===== config.mk =====
export PLATFORM = sky130hd
export DESIGN_NAME = timer_counter
export DESIGN_NICKNAME = d
export VERILOG_FILES = /design/src/rtl/timer_counter.sv
export SDC_FILE = /design/constraint.sdc
export NUM_CORES = 1
export LEC_CHECK = 0
export CAP_MARGIN = 20
export CORE_UTILIZATION = 25
export CTS_CLUSTER_SIZE = 25
export DETAILED_ROUTE_END_ITERATION = 10
export GPL_ROUTABILITY_DRIVEN = 0
export PLACE_DENSITY = 0.56
export RECOVER_POWER = 100
export SYNTH_ARGS = -nofsm -noshare
export SYNTH_HDL_FRONTEND = slang
export SYNTH_SLANG_ARGS = --single-unit

===== constraint.sdc =====
create_clock -name clk -period 8.5 [get_ports clk]
set_input_delay 1.275 -clock clk [delete_from_list [all_inputs] [get_ports clk]]
set_output_delay 1.275 -clock clk [all_outputs]
set_load 0.03 [all_outputs]

===== src/rtl/timer_counter.sv =====
// Time base of the timer peripheral: holds TCNT/TCR/TPSC/TARR, runs the
// prescaler and the auto-reload up-counter, and raises the update flag and
// interrupt. The next-cycle values of TCNT and TCR are exported
// combinationally so that capture/compare channels can detect counter motion.
//
// Bus write protocol: a write is a single-cycle event. When wen is high at a
// rising clk edge, the register whose one-hot reg_select bit is set takes
// (wdata & strobe_expanded). There is no ready/back-pressure; every write is
// accepted in the cycle it is presented. With wen low, nothing changes.
module timer_counter #(
  parameter int BITS_WIDTH    = 32,
  parameter int NUM_REGISTERS = 20,
  parameter int TCNT_IND      = 0,
  parameter int TCR_IND       = 1,
  parameter int TPSC_IND      = 2,
  parameter int TARR_IND      = 3
) (
  input  logic                     clk,
  input  logic                     n_rst,
  input  logic                     wen,
  input  logic [BITS_WIDTH-1:0]    wdata,
  input  logic [BITS_WIDTH-1:0]    strobe_expanded,
  input  logic [NUM_REGISTERS-1:0] reg_select,
  output logic [BITS_WIDTH-1:0]    tcnt,
  output logic [BITS_WIDTH-1:0]    nxt_tcnt,
  output logic [BITS_WIDTH-1:0]    tcr,
  output logic [BITS_WIDTH-1:0]    nxt_tcr,
  output logic [BITS_WIDTH-1:0]    tpsc,
  output logic [BITS_WIDTH-1:0]    tarr,
  output logic                     t_uirq
);

  // TCR bit positions
  localparam int RST_B  = 0;
  localparam int OPM_B  = 1;
  localparam int UIE_B  = 2;
  localparam int ARPE_B = 4;
  localparam int EN_B   = 7;
  localparam int UIF_B  = 8;

  // Bits that a TCR write loads directly (UIF is write-1-to-clear instead)
  localparam logic [BITS_WIDTH-1:0] WR_MASK  = BITS_WIDTH'(9'h097);
  localparam logic [BITS_WIDTH-1:0] UIF_MASK = BITS_WIDTH'(9'h100);
  localparam logic [BITS_WIDTH-1:0] ONE      = BITS_WIDTH'(1);

  logic [BITS_WIDTH-1:0] tcnt_q, tcnt_d;
  logic [BITS_WIDTH-1:0] tcr_q, tcr_d;
  logic [BITS_WIDTH-1:0] tpsc_q, tpsc_d;
  logic [BITS_WIDTH-1:0] tarr_q, tarr_d;
  logic [BITS_WIDTH-1:0] arr_shadow_q, arr_shadow_d;
  logic [BITS_WIDTH-1:0] psc_cnt_q, psc_cnt_d;
  logic                  t_uirq_q, t_uirq_d;

  logic [BITS_WIDTH-1:0] wr_val;
  logic                  wr_tcnt, wr_tcr, wr_tpsc, wr_tarr;
  logic                  tick, ovf;
  logic                  unused_sel;

  // Only four of the select lines address this block
  assign unused_sel = ^reg_select;

  // Decode bus writes to this block's registers
  always_comb begin
    wr_val  = wdata & strobe_expanded;
    wr_tcnt = wen & reg_select[TCNT_IND];
    wr_tcr  = wen & reg_select[TCR_IND];
    wr_tpsc = wen & reg_select[TPSC_IND];
    wr_tarr = wen & reg_select[TARR_IND];
  end

  // Prescaler tick and overflow detection; >= keeps both safe when the
  // limits are lowered below the running counts
  always_comb begin
    tick = tcr_q[EN_B] && (psc_cnt_q >= tpsc_q);
    ovf  = tick && !tcr_q[RST_B] && !wr_tcnt && (tcnt_q >= tarr_q);
  end

  // Next counter value: RST, then bus write, then tick, then hold
  always_comb begin
    tcnt_d = tcnt_q;
    if (tcr_q[RST_B]) begin
      tcnt_d = '0;
    end else if (wr_tcnt) begin
      tcnt_d = wr_val;
    end else if (tick) begin
      tcnt_d = ovf ? '0 : (tcnt_q + ONE);
    end
  end

  // Prescaler counter: cleared by RST or a tick, frozen while disabled
  always_comb begin
    psc_cnt_d = psc_cnt_q;
    if (tcr_q[RST_B]) begin
      psc_cnt_d = '0;
    end else if (tick) begin
      psc_cnt_d = '0;
    end else if (tcr_q[EN_B]) begin
      psc_cnt_d = psc_cnt_q + ONE;
    end
  end

  // Next control value: RST self-clears, UIF is sticky/W1C with hardware set
  // winning, OPM drops EN on overflow unless software writes TCR that cycle
  always_comb begin
    tcr_d        = tcr_q & (WR_MASK | UIF_MASK);
    tcr_d[RST_B] = 1'b0;
    if (wr_tcr) begin
      tcr_d = (wr_val & WR_MASK) | (tcr_q & UIF_MASK);
      if (wr_val[UIF_B]) begin
        tcr_d[UIF_B] = 1'b0;
      end
    end
    if (ovf) begin
      tcr_d[UIF_B] = 1'b1;
      if (tcr_q[OPM_B] && !wr_tcr) begin
        tcr_d[EN_B] = 1'b0;
      end
    end
  end

  // Prescaler reload, auto-reload shadow and active reload value
  always_comb begin
    tpsc_d       = wr_tpsc ? wr_val : tpsc_q;
    arr_shadow_d = wr_tarr ? wr_val : arr_shadow_q;
    tarr_d       = tarr_q;
    if (wr_tarr && !tcr_q[ARPE_B]) begin
      tarr_d = wr_val;
    end else if (ovf && tcr_q[ARPE_B]) begin
      tarr_d = arr_shadow_q;
    end
    t_uirq_d = tcr_d[UIF_B] & tcr_d[UIE_B];
  end

  // State registers with asynchronous active-low reset
  always_ff @(posedge clk or negedge n_rst) begin
    if (!n_rst) begin
      tcnt_q       <= '0;
      tcr_q        <= '0;
      tpsc_q       <= '0;
      tarr_q       <= '1;
      arr_shadow_q <= '0;
      psc_cnt_q    <= '0;
      t_uirq_q     <= 1'b0;
    end else begin
      tcnt_q       <= tcnt_d;
      tcr_q        <= tcr_d;
      tpsc_q       <= tpsc_d;
      tarr_q       <= tarr_d;
      arr_shadow_q <= arr_shadow_d;
      psc_cnt_q    <= psc_cnt_d;
      t_uirq_q     <= t_uirq_d;
    end
  end

  assign tcnt     = tcnt_q;
  assign nxt_tcnt = tcnt_d;
  assign tcr      = tcr_q;
  assign nxt_tcr  = tcr_d;
  assign tpsc     = tpsc_q;
  assign tarr     = tarr_q;
  assign t_uirq   = t_uirq_q;

endmodule


==> flow_summary_export.csv, run 1 <==
group,metric,value,unit
run_status,status,"complete, but fails checks",
run_status,violations,"capacitance limit, slew limit",
grt,grt_pass1_vias,8305,
worst_hold_path,min_from,"arr_shadow_q[19]$_DFFE_PN0P_",
sta,period_needed,6.36,ns
clock_tree,post_cts_resized,0,
synthesis,async_flop_share,100,%
synthesis,yosysMostFrequentCell,"nand2_1",
sta,finalHoldViolCount,0,
layout,syn_to_final_growth,32.7,%
synthesis,synth_adder_area_share,8.76,%
worst_setup_path,crit_required,7.22,ns
clock_tree,clkTransAtPathRegs,0.07,ns
floorplan,initial_core_util,25.6,%
routing,firstDrtPassIters,5,
clock_tree,cts_num_sinks,167,
worst_setup_path,ff2ff_path_depth,10,
power_and_ir_drop,powerDensity,202,mW/mm2
placement,placed_cells,1718,
sta,holdWs,0.483,ns
layout,multi_input_area,0.00456,mm2
synthesis,synth_top_family_by_area,"compound AO/OA/AOI/OAI gates",
routing,drc,0,
synthesis,ys_types,61,
clock_tree,tritoncts,"done",
grt,grt_max_degree,103,
synthesis,synth.top_cells.by_count,"166 x nand2_1, 135 x dfrtp_1, 118 x o21ai_0",
placement,io_buffer_count,211,
layout,regArea,0.00422,mm2
grt,grt_pass1_wl,48700,um
worst_setup_path,r2r_start,"tarr[31]$_DFFE_PN1P_",
synthesis,synth_area,0.00942,mm2
sta,tightest_slew,3.70,ns
synthesis,ys.warnings.count,0,
power_and_ir_drop,leakage,5.51,nW
power_and_ir_drop,ir_drop,0.0929,mV
worst_setup_path,critPathMaxFanout,26,
floorplan,die_y,196,um
sta,finClkSkew,0.0106,ns
worst_setup_path,cp-start-kind,"register",
power_and_ir_drop,combPwrFrac,27.1,%
sta,min_period_over_period,74.8,%
synthesis,synth-seq-area-share,44.8,%
layout,finalNetCount,1386,
layout,drive_gt1_share,6.42,%
synthesis,synth_top_area_cell,"dfrtp_1",
clock_tree,max-clock-path-buffers,2,
power_and_ir_drop,swShare,34.2,%
clock_tree,cts_inserted_buffers,17,
clock_tree,cts_max_level,4,
sta,final.setup.tns,0,ns
clock_tree,cts_setup_buffers,0,
sta,setup_viol,0,
clock_tree,cts_hold_buf,0,
worst_setup_path,rrSetupSlack,4.43,ns
worst_setup_path,critical-path-max-stage-delay,1.13,ns
worst_hold_path,hold_class,"register to register",
synthesis,synth_top_area_share,35.9,%
routing,drt_iter0_drc,450,
grt,grt_usage,16.5,%
worst_setup_path,rr_endpoint,"tcnt[17]$_DFF_PN0_",
sta,rsz0062_at_grt,"false",
synthesis,ys_ff_latch,167,
routing,vias,8256,
job,maxCapViolCount,5,
grt,antenna_found_initial,1,
worst_setup_path,slowest_stage,"clkbuf_1",
worst_setup_path,arrival,5.08,ns
routing,routed_wl,31400,um
routing,drtAntennaViolNets,0,
power_and_ir_drop,pwr-share-seq,38.5,%
floorplan,fp.dieW,196,um
synthesis,synth_area_leaders,"dfrtp_1 36%, dfstp_2 8.9%, ha_1 8.8%, nand2_1 6.6%, o21ai_0 6.3%",
floorplan,ioPinCount,280,
worst_hold_path,worstHoldEndpoint,"arr_shadow_q[19]$_DFFE_PN0P_",
synthesis,synthMuxAreaShare,0.106,%
power_and_ir_drop,p_clk_share,34.4,%
worst_setup_path,critical_path_class,"register to output pin",
worst_setup_path,crit_path_end_kind,"output pin",
layout,fillers,3829,
routing,routedWlPerCell,17.9,um
sta,slew_headroom,-147,%
power_and_ir_drop,p_int,1.66,mW
floorplan,fp.dieArea,0.0385,mm2
clock_tree,insertion_delay,0.43,ns
power_and_ir_drop,p_sw,0.863,mW
synthesis,synth_flop_cell,"dfrtp_1",
clock_tree,cts_root_buf,"clkbuf_16",
floorplan,core_area,0.0369,mm2
routing,via_per_inst,4.72,
synthesis,synth_edf_count,0,
sta,clock.fmax,157,MHz
worst_hold_path,whs_path_depth,2,
synthesis,synth_area_per_cell,9.07,um2
synthesis,synth_xor_area_share,2.79,%
floorplan,fp-row-count,70,
grt,grt.overflow.total,0,
layout,fin_cells,1751,
worst_setup_path,crit_chain,"inv_1 -> ha_1 -> nand2_1 -> o21ai_0 -> a21oi_1 -> nor4_1 -> a21oi_1 -> o21ai_0 -> clkbuf_1 -> o22ai_1 -> dlygate4sd3_1",
placement,hpwl,23400,um
synthesis,synth_compound_gate_area_share,18.3,%
synthesis,syn-instance-count,1039,
sta,drv_slew,259,
synthesis,synthSimpleGateAreaFrac,16.4,%
-- critical path, delay by kind of cell (launching register included) --
family / cells / cell delay (ns)
AOI/OAI and AO/OA: 5 / 1.27
adders and majority gates: 1 / 0.29
buffers and inverters: 3 / 1.97
DFF: 1 / 0.59
and+or+nand+nor: 2 / 0.51
-- layout by cell type (no fill, tap or decap), types with 4 or more instances in the layout --
master	count
a211oi_1	8
a21oi_1	40
a221o_1	32
a31oi_1	16
and3_1	15
buf_4	5
bufinv_16	4
clkbuf_1	5
clkbuf_16	17
clkbuf_8	4
clkdlybuf4s50_1	68
conb_1	52
dfrtp_1	135
dfstp_2	31
dlygate4sd3_1	142
ha_1	66
inv_1	71
nand2_1	165
nand2b_1	5
nand3_1	19
nand4_1	31
nor2_1	61
nor3_1	9
nor4_1	9
o21ai_0	119
o22ai_1	26
xnor2_1	20
xor2_1	10
-- per-layer routing --
metal	vias to the layer above	track usage, %	share of wire, %
met2	224	26.8	47
met1	4028	22.3	47
li1	3984	-	-
met3	20	3.58	5.1
met5	-	0	0
met4	0	3.67	1.1
-- power groups by stage --
stage	clock network [mW]	registers, mW	logic, mW
after global routing	0.917	0.985	0.745
final	0.867	0.972	0.682
after CTS	0.891	0.975	0.720
after detailed placement	0	0.987	0.716
after floorplan	0	1.07	0.327
after global placement	0	0.985	0.707
-- worst max-delay path by stage --
| stage | startpoint | endpoint | slack, ns | depth (start not counted) |
|---|---|---|---|---|
| 6_report | tarr[31]$_DFFE_PN1P_ | nxt_tcnt[17] | 2.14 | 11 |
| 5_1_grt | tarr[31]$_DFFE_PN1P_ | nxt_tcnt[19] | 1.70 | 11 |
| 4_1_cts | tarr[31]$_DFFE_PN1P_ | nxt_tcnt[1] | 2.71 | 11 |
| 3_5_place_dp | tarr[31]$_DFFE_PN1P_ | nxt_tcnt[1] | 3.19 | 11 |
| 3_3_place_gp | tarr[31]$_DFFE_PN1P_ | nxt_tcnt[1] | 3.16 | 11 |
| 2_1_floorplan | tpsc[4]$_DFFE_PN0P_ | nxt_tcnt[12] | 4.04 | 11 |
-- stage by stage --
step	instance area, um2	utilization [%]	setup WS [ns]	total power, mW
finish	12500	33.9	2.14	2.52
global route	12500	33.9	1.70	2.65
CTS	12500	34.0	2.71	2.59
detailed placement	11900	32.2	3.19	1.70
global placement	11900	32.2	3.16	1.69
floorplan	9610	-	4.04	1.40
-- logic make-up after synthesis --
family,Yosys count
and+or+nand+nor,335
AOI/OAI and AO/OA,272
DFF,167
buffers and inverters,167
adders and majority gates,66
xor gates and xnor gates,30
other,1
muxes,1
-- flip-flops by register name, summed over array words and instances (netlist names) --
| name | count |
|---|---|
| arr_shadow_q | 32 |
| tarr | 32 |
| t_uirq | 1 |
| tcnt | 32 |
| psc_cnt_q | 32 |
| tpsc | 32 |
| tcr | 6 |
-- final cells by class --
class	count	share of cell area, %
sequential	167	33.7
antenna	1	0.0200
inverter	71	2.13
clock inverter	10	1.35
timing repair buffer	220	17.3
clock buffer	22	3.87
tap	504	5.04
multi-input combinational	756	36.5
(Power assumes the default switching activity.)
==> run 2: changes to the inputs <==
==> constraint.sdc (replaced) <==
create_clock -name clk -period 6.56 [get_ports clk]
set_input_delay 0.984 -clock clk [delete_from_list [all_inputs] [get_ports clk]]
set_output_delay 0.984 -clock clk [all_outputs]
set_load 0.03 [all_outputs]
==> run 2 against run 1 <==
Compared with the run above:
- the flow still finishes with violations (capacitance limit, slew limit)
- flip-flop and latch count unchanged
- utilization decreased by 0.27 points
- via count about the same
- non-clock buffer count increased by 1
- critical endpoint is now nxt_tcnt[18]
==> flow_summary_export.csv, run 2 (synthesis results as in run 1) <==
group,metric,value,unit
grt,use_met1,22.1,%
layout,final_common_cell,"nand2_1",
worst_setup_path,rr_endpoint,"tarr[20]$_DFFE_PN1P_",
worst_setup_path,critical_path_class,"register to output pin",
worst_hold_path,hold_class,"register to register",
layout,multi_input_area,0.00454,mm2
power_and_ir_drop,ir_drop,0.125,mV
power_and_ir_drop,leakage,5.45,nW
routing,routedWlPerCell,17.7,um
clock_tree,cts_hold_buf,0,
sta,rsz0062_at_grt,"false",
worst_setup_path,cp-start-kind,"register",
layout,syn_to_final_growth,31.6,%
worst_setup_path,critPathMaxFanout,14,
sta,holdWs,0.484,ns
worst_setup_path,ff2ff_path_depth,10,
layout,fillers,3852,
worst_setup_path,crit_chain,"ha_1 -> nand2_1 -> o21ai_1 -> a31oi_1 -> o41ai_1 -> a22o_1 -> nand4_1 -> xor2_1 -> a211oi_1 -> dlygate4sd3_1",
worst_setup_path,crit_path_end_kind,"output pin",
grt,grt_use_met3,4.14,%
sta,finClkSkew,0.0141,ns
routing,firstDrtPassIters,5,
clock_tree,tritoncts,"done",
clock_tree,cts_root_buf,"clkbuf_16",
floorplan,initial_core_util,25.6,%
worst_hold_path,worstHoldEndpoint,"arr_shadow_q[3]$_DFFE_PN0P_",
sta,tightest_slew,3.64,ns
clock_tree,cts_num_sinks,167,
floorplan,die_y,196,um
floorplan,fp-row-count,70,
worst_setup_path,critical-path-max-stage-delay,0.85,ns
clock_tree,insertion_delay,0.44,ns
grt,antenna_found_initial,1,
routing,routed_wl,31000,um
worst_hold_path,min_from,"arr_shadow_q[3]$_DFFE_PN0P_",
worst_setup_path,r2r_start,"psc_cnt_q[2]$_DFFE_PN0P_",
sta,period_needed,5.82,ns
clock_tree,clkTransAtPathRegs,0.07,ns
floorplan,core_area,0.0369,mm2
placement,io_buffer_count,211,
grt,grt_usage,16.3,%
power_and_ir_drop,p_int,2.01,mW
grt,grt_max_degree,103,
power_and_ir_drop,pwr-share-seq,40.0,%
worst_setup_path,arrival,4.84,ns
grt,grt_pass1_wl,48000,um
layout,finalNetCount,1387,
grt,grt-busiest-layer,"met2",
job,maxCapViolCount,3,
sta,min_period_over_period,88.7,%
routing,drt_iter0_drc,417,
routing,vias,8253,
worst_setup_path,slowest_stage,"a22o_1",
placement,hpwl,23500,um
floorplan,fp.dieArea,0.0385,mm2
floorplan,ioPinCount,280,
run_status,violations,"capacitance limit, slew limit",
power_and_ir_drop,p_clk_share,32.0,%
run_status,status,"complete, but fails checks",
sta,setup_viol,0,
layout,drive_gt1_share,6.50,%
routing,drtAntennaViolNets,0,
clock_tree,max-clock-path-buffers,2,
sta,final.setup.tns,0,ns
worst_hold_path,whs_path_depth,2,
sta,slew_headroom,-142,%
routing,drc,0,
clock_tree,cts_setup_buffers,0,
power_and_ir_drop,combPwrFrac,28.0,%
clock_tree,cts_max_level,4,
layout,regArea,0.00422,mm2
worst_setup_path,crit_required,5.58,ns
grt,grt.overflow.total,0,
sta,clock.fmax,172,MHz
grt,grt_pass1_vias,8047,
grt,met2_usage,26.1,%
power_and_ir_drop,powerDensity,253,mW/mm2
power_and_ir_drop,swShare,36.0,%
layout,final_cell_mix,"166 x nand2_1, 142 x dlygate4sd3_1, 135 x dfrtp_1",
sta,drv_slew,161,
floorplan,fp.dieW,196,um
clock_tree,cts_inserted_buffers,17,
power_and_ir_drop,p_sw,1.13,mW
worst_setup_path,rrSetupSlack,1.69,ns
clock_tree,post_cts_resized,0,
routing,via_per_inst,4.71,
sta,finalHoldViolCount,0,
==> run 2: through the flow <==
stage / power [mW] / cells / instance area (um2) / util (%) / worst slack [ns]
6_report: 3.14 / 1752 / 12400 / 33.6 / 0.740
5_1_grt: 3.30 / 1751 / 12400 / 33.6 / 0.460
4_1_cts: 3.22 / 1750 / 12500 / 33.8 / 1.02
3_5_place_dp: 2.21 / 1718 / 11900 / 32.2 / 1.49
3_3_place_gp: 2.19 / 1718 / 11900 / 32.2 / 1.59
2_1_floorplan: 1.82 / 1090 / 9610 / - / 2.39
==> run 2: cell type report <==
cell class,instances,share of cell area (%)
well taps,504,5.09
flip-flops and latches,167,34.0
diodes,1,0.0202
repair buffers,221,17.5
clock inverters,14,1.11
inverters,71,2.15
clock buffers,18,3.54
multi-input cells,756,36.6
==> run 2: routing by layer <==
layer | up-vias | part of all wire (%)
li1 | 3982 | -
met1 | 4027 | 46
met2 | 220 | 47
met3 | 24 | 5.9
met4 | 0 | 1.1
met5 | - | 0
==> run 2: worst max-delay path: cells and delay by family (launching register included) <==
kind            cells  cell delay (ns)
flops               1             0.44
xor+xnor            1             0.20
simple gates        2             0.26
fa+ha+maj           1             0.33
buf+inv             1             0.79
compound gates      5             2.35
==> run 2: how the worst max path moves through the flow <==
| stage | endpoint | start | slack (ns) | depth (start not counted) |
|---|---|---|---|---|
| floorplan | nxt_tcnt[12] | tpsc[4]$_DFFE_PN0P_ | 2.39 | 11 |
| global placement | nxt_tcnt[1] | tarr[29]$_DFFE_PN1P_ | 1.59 | 11 |
| detailed placement | nxt_tcnt[1] | tarr[31]$_DFFE_PN1P_ | 1.49 | 11 |
| CTS | nxt_tcnt[1] | tarr[31]$_DFFE_PN1P_ | 1.02 | 11 |
| global route | nxt_tcnt[14] | psc_cnt_q[0]$_DFFE_PN0P_ | 0.46 | 12 |
| finish | nxt_tcnt[18] | psc_cnt_q[2]$_DFFE_PN0P_ | 0.74 | 10 |
==> run 2: power by group through the flow <==
stage | sequential, mW | combinational, mW | clock [mW]
global placement | 1.28 | 0.917 | 0
detailed placement | 1.28 | 0.929 | 0
finish | 1.26 | 0.879 | 1.00
floorplan | 1.39 | 0.424 | 0
global route | 1.28 | 0.959 | 1.07
CTS | 1.26 | 0.933 | 1.03
==> run 3: changes to the inputs <==
--- a/config.mk
+++ b/config.mk
@@ -12,6 +12,7 @@
 export GPL_ROUTABILITY_DRIVEN = 0
 export PLACE_DENSITY = 0.56
 export RECOVER_POWER = 100
+export SETUP_SLACK_MARGIN = 0.2
 export SYNTH_ARGS = -nofsm -noshare
 export SYNTH_HDL_FRONTEND = slang
 export SYNTH_SLANG_ARGS = --single-unit
==> results of run 3 <==
Same layout as run 2: the final DEF is identical, and so are final timing and power.
